<file path="src/rtl/alu_arbiter.sv">
// Shares one combinational ALU between NUM_REQ requesters with registered operands/result.
// Build option: define ALU_ARB_FIXED_PRIO_EN for fixed lowest-index priority instead of round-robin.
module alu_arbiter #(
  parameter int NUM_REQ = 4,
  parameter int DATA_W  = 8,
  parameter int OP_W    = 4
) (
  input  logic                      clk,
  input  logic                      reset,
  input  logic [NUM_REQ-1:0]        req_valid,
  output logic [NUM_REQ-1:0]        req_ready,
  input  logic [NUM_REQ*DATA_W-1:0] req_a,
  input  logic [NUM_REQ*DATA_W-1:0] req_b,
  input  logic [NUM_REQ*OP_W-1:0]   req_op,
  output logic [NUM_REQ-1:0]        resp_valid,
  input  logic [NUM_REQ-1:0]        resp_ready,
  output logic [DATA_W-1:0]         resp_y,
  output logic                      resp_co,
  output logic [DATA_W-1:0]         alu_a,
  output logic [DATA_W-1:0]         alu_b,
  output logic [OP_W-1:0]           alu_op,
  input  logic [DATA_W-1:0]         alu_y,
  input  logic                      alu_co,
  output logic                      busy
);

  localparam int IDX_W = (NUM_REQ > 1) ? $clog2(NUM_REQ) : 1;

  typedef enum logic [1:0] {IDLE, EXEC, CAPT, RESP} state_t;

  state_t           state;
  state_t           state_nxt;
  logic [IDX_W-1:0] winner;
  logic [IDX_W-1:0] grant_idx;
  logic [IDX_W-1:0] cand;
  logic             grant_vld;
  logic [IDX_W-1:0] search_base;
  logic             resp_done;

  function automatic logic [IDX_W-1:0] wrap_idx(input int v);
    return IDX_W'(v % NUM_REQ);
  endfunction

`ifdef ALU_ARB_FIXED_PRIO_EN
  assign search_base = '0;
`else
  logic [IDX_W-1:0] rr_ptr;

  assign search_base = rr_ptr;

  always_ff @(posedge clk or posedge reset) begin
    if (reset) begin
      rr_ptr <= '0;
    end else if (resp_done) begin
      rr_ptr <= wrap_idx(int'(winner) + 1);
    end
  end
`endif

  // First valid requester at or after search_base, wrapping around.
  always_comb begin
    grant_vld = 1'b0;
    grant_idx = '0;
    cand      = '0;
    for (int i = 0; i < NUM_REQ; i++) begin
      cand = wrap_idx(int'(search_base) + i);
      if (!grant_vld && req_valid[cand]) begin
        grant_vld = 1'b1;
        grant_idx = cand;
      end
    end
  end

  assign resp_done = (state == RESP) && resp_ready[winner];

  always_comb begin
    state_nxt = state;
    case (state)
      IDLE:    if (grant_vld) state_nxt = EXEC;
      EXEC:    state_nxt = CAPT;
      CAPT:    state_nxt = RESP;
      RESP:    if (resp_ready[winner]) state_nxt = IDLE;
      default: state_nxt = IDLE;
    endcase
  end

  always_ff @(posedge clk or posedge reset) begin
    if (reset) begin
      state <= IDLE;
    end else begin
      state <= state_nxt;
    end
  end

  // Accept stage: operands and winner captured on the grant edge.
  always_ff @(posedge clk or posedge reset) begin
    if (reset) begin
      winner <= '0;
      alu_a  <= '0;
      alu_b  <= '0;
      alu_op <= '0;
    end else if (state == IDLE && grant_vld) begin
      winner <= grant_idx;
      alu_a  <= req_a[grant_idx*DATA_W +: DATA_W];
      alu_b  <= req_b[grant_idx*DATA_W +: DATA_W];
      alu_op <= req_op[grant_idx*OP_W +: OP_W];
    end
  end

  // Capture stage: ALU result registered once inputs have settled.
  always_ff @(posedge clk or posedge reset) begin
    if (reset) begin
      resp_y  <= '0;
      resp_co <= 1'b0;
    end else if (state == CAPT) begin
      resp_y  <= alu_y;
      resp_co <= alu_co;
    end
  end

  // Gated by reset so no handshake is offered while reset is held.
  assign req_ready  = (state == IDLE && grant_vld && !reset) ? (NUM_REQ'(1) << grant_idx) : '0;
  assign resp_valid = (state == RESP) ? (NUM_REQ'(1) << winner) : '0;
  assign busy       = (state != IDLE);

endmodule

</file>
<file path="config.mk">
export PLATFORM = sky130hd
export DESIGN_NAME = alu_arbiter
export DESIGN_NICKNAME = d
export VERILOG_FILES = /design/src/rtl/alu_arbiter.sv
export SDC_FILE = /design/constraint.sdc
export NUM_CORES = 1
export LEC_CHECK = 0
export BUFFER_PORTS_ARGS = -buffer_cell sky130_fd_sc_hd__buf_2
export CAP_MARGIN = 20
export CORE_ASPECT_RATIO = 0.6
export CORE_UTILIZATION = 44
export CTS_CLUSTER_DIAMETER = 60
export DETAILED_ROUTE_END_ITERATION = 12
export PLACE_DENSITY = 0.88
export SLEW_MARGIN = 10
export SYNTH_ARGS = -nofsm -noshare
export SYNTH_HDL_FRONTEND = slang
export SYNTH_SLANG_ARGS = --single-unit
</file>
<file path="constraint.sdc">
create_clock -name clk -period 2.5 [get_ports clk]
set_input_delay 0.25 -clock clk [delete_from_list [all_inputs] [get_ports clk]]
set_output_delay 0.25 -clock clk [all_outputs]
set_load 0.1 [all_outputs]
</file>
==> flow_summary.yaml <==
timing:
  timing.slew.headroom_pct: 48.44
  period_share_pct: 91.30
  achievable_frequency_mhz: 438.1
  timing.final.hold_violations: 0
  timing_max_transition_violations_final: 0
  finalSetupViolCount: 0
  finClkSkew_ps: 5.265
  post-route-min-period_ps: 2282
  grt_setup_unrepaired: "false"
  worst_pin_slew_ps: 766.4
  finalSetupTns_ps: 0
logic_synthesis:
  synth.top_cell.area_share_pct: 38.76
  syn_nets: 333
  yosys_register_bits: 35
  netlist_instances: 226
  synth_commonest_cells: "sky130_fd_sc_hd__dfrtp_1 (35), sky130_fd_sc_hd__nor2_1 (24), sky130_fd_sc_hd__o21ai_0 (24)"
  synth_top_family_by_area: "compound AO/OA/AOI/OAI gates"
  post_synth_num_cell_types: 36
  post_synth_instance_area_mm2: 0.002260
  yosys.area_share.xor_xnor_pct: 0
  synth_compound_area_share_pct: 25.42
  synth_most_common_cell: "sky130_fd_sc_hd__dfrtp_1"
  synth_simple_gate_area_share_pct: 11.30
  synthesis.area_per_instance_um2: 9.999
  synthFlopType: "sky130_fd_sc_hd__dfrtp_1"
  synth_top_area_cell: "sky130_fd_sc_hd__dfrtp_1"
  synth-adder-area-share_pct: 4.430
  synth.top_cells.by_area: "sky130_fd_sc_hd__dfrtp_1 (39%), sky130_fd_sc_hd__mux2i_1 (8.9%), sky130_fd_sc_hd__a221oi_1 (7.8%)"
  synth_enable_flop_cells: 0
  asyncSetResetFlopFracSynth_pct: 100.0
  synthesis.yosys.warnings: 0
  synth_seq_area_share_pct: 38.76
  synth.area.mux_share_pct: 14.84
floorplan:
  effective_utilization_at_floorplan_pct: 47.53
  ios: 137
  rows: 19
  die-height_um: 57.51
  design.die.area_mm2: 0.005436
  die_width_um: 94.52
  coreArea_mm2: 0.004755
cts:
  clk_pin_slew_worst_paths_ps: 70
  max-clock-path-buffers: 2
  cts_made_buffers: 5
  cts_tree: "done"
  clock_latency_late_sink_ps: 290
  cts_max_level: 2
  clock_sink_count: 35
  clock-root-buffer: "sky130_fd_sc_hd__clkbuf_8"
finish:
  flow.area_growth_from_synthesis_pct: 41.47
  drive_gt1_share_pct: 49.45
  num-nets-final: 470
  final.fill_count: 412
  sequential_cell_area_um2: 875.8
  antenna-diode-count: 0
  area_occupied_by_multi_input_gates_mm2: 0.001291
drt:
  routed_wl_um: 6694
  route.met2.wl_um: 3186
  routed_wire_length_per_instance_um: 15.68
  top_layer_used: "met4"
  vias_per_cell: 5.527
  drt.antenna.violating_nets: 0
  detailroute.wirelength.met3_um: 509
  detail_route.drc_violations: 0
  first_iter_violations: 83
  detailroute.via_count: 2360
  drt_pre_antenna_iters: 4
  wl_met1_um: 2954
setup_path:
  path_class: "reg2out"
  critical-path-top-cell-by-count: "sky130_fd_sc_hd__inv_1"
  crit_required_ps: 2250
  cp.arrival_ps: 2030
  setup.worst_path.start_class: "flip-flop"
  crit_path_max_incr_delay_ps: 430
  worstPathCellList: "inv_1 -> ha_1 -> inv_1 -> nor2_4 -> and3_2 -> buf_12"
  end_kind: "output pin"
  cp_max_fanout: 24
  timing.critical_path.slowest_stage_cell: "sky130_fd_sc_hd__nor2_4"
hold_path:
  min_path_type: "in2reg"
global_routing:
  via_count_of_the_first_global_routing_pass: 2255
  globalRouteOverflowTotal: 0
  grt_first_pass_wirelength_um: 10780
  grt_antenna_before_repair: 0
  grt_start_max_net_pins: 25
  grtUsageTotal_pct: 25.93
job:
  cap_violations: 0
outcome:
  run_status: "finished clean"
place:
  numPortBuffers: 136
  place_hpwl_um: 5272
  place_congestion: 0.7407
[metal layers]
metal / global-route usage (%) / vias to the layer above
li1: - / 1126
met1: 34.51 / 1124
met2: 44.41 / 104
met3: 4.800 / 6
met4: 5.628 / 0
met5: 0 / -
[metrics by stage]
step	setup WS, ps	util (%)	instance area, um^2	hold slack, ps	std cells
global placement	330.6	64.47	3065	244.5	418
finish	217.6	67.24	3197	192.1	427
floorplan	-79.23	-	2278	401.7	226
global route	60.96	67.24	3197	184.1	427
CTS	218.7	67.24	3197	185.7	427
detailed placement	268.1	64.47	3065	246.5	418
[cell families (layout without fill, tap and decap cells)]
family | Yosys count | count (layout)
multiplexers | 31 | 31
buffers and inverters | 22 | 160
AO/OA/AOI/OAI | 79 | 79
flip-flops | 35 | 35
adder cells (fa/ha/maj) | 8 | 8
AND/OR/NAND/NOR | 51 | 51
[critical path, delay by kind of cell, from the launching register on]
| kind | cells | cell delay (ps) |
|---|---|---|
| and+or+nand+nor | 2 | 740 |
| buffers and inverters | 3 | 420 |
| DFF | 1 | 390 |
| adders and majority gates | 1 | 210 |
[cell usage in the layout (no fill, tap or decap), types with 5 or more instances in the layout]
| cell type | count |
|---|---|
| sky130_fd_sc_hd__inv_1 | 7 |
| sky130_fd_sc_hd__buf_4 | 7 |
| sky130_fd_sc_hd__a221oi_1 | 20 |
| sky130_fd_sc_hd__ha_1 | 8 |
| sky130_fd_sc_hd__mux2i_1 | 20 |
| sky130_fd_sc_hd__o22ai_2 | 6 |
| sky130_fd_sc_hd__buf_2 | 133 |
| sky130_fd_sc_hd__o21ai_0 | 24 |
| sky130_fd_sc_hd__nor2_1 | 23 |
| sky130_fd_sc_hd__clkbuf_8 | 5 |
| sky130_fd_sc_hd__mux2_2 | 10 |
| sky130_fd_sc_hd__nand2_1 | 7 |
| sky130_fd_sc_hd__dfrtp_1 | 35 |
| sky130_fd_sc_hd__o22ai_1 | 15 |
[timing repair]
action                     in CTS  in global routing
resized for setup               1                  0
hold buffers                    1                  0
hold endpoints to repair        3                  0
setup endpoints to repair       3                  0
buffers inserted                0                  0
[registers in the layout (all words and copies together), names as in the netlist]
signal	cells
alu_a	8
alu_b	8
alu_op	4
resp_co	1
resp_y	8
rr_ptr	2
state	2
winner	2
[layout make-up]
| cell class | instances | share of cell area [%] |
|---|---|---|
| timing repair buffer | 145 | 25.28 |
| clock buffer | 5 | 2.153 |
| inverter | 7 | 0.8219 |
| tap | 63 | 2.466 |
| multi-input combinational | 169 | 40.39 |
| sequential | 35 | 27.40 |
| clock inverter | 3 | 1.487 |
[path summary, 6_finish.rpt]
check                           from      endpoint  slack, ps  cells after the start
min in group asynchronous      reset     rr_ptr[0]        490                      3
max                         state[0]  req_ready[3]        220                      6
min                         alu_y[2]     resp_y[2]        190                      2
max reg2reg                 state[0]      alu_a[3]        560                      7
min reg2reg                resp_y[2]     resp_y[2]        510                      1
max in group asynchronous      reset      alu_a[7]       1480                      4
Power is not shown: default switching activity piles up to over one toggle a cycle in this logic, so the estimate is an artifact.
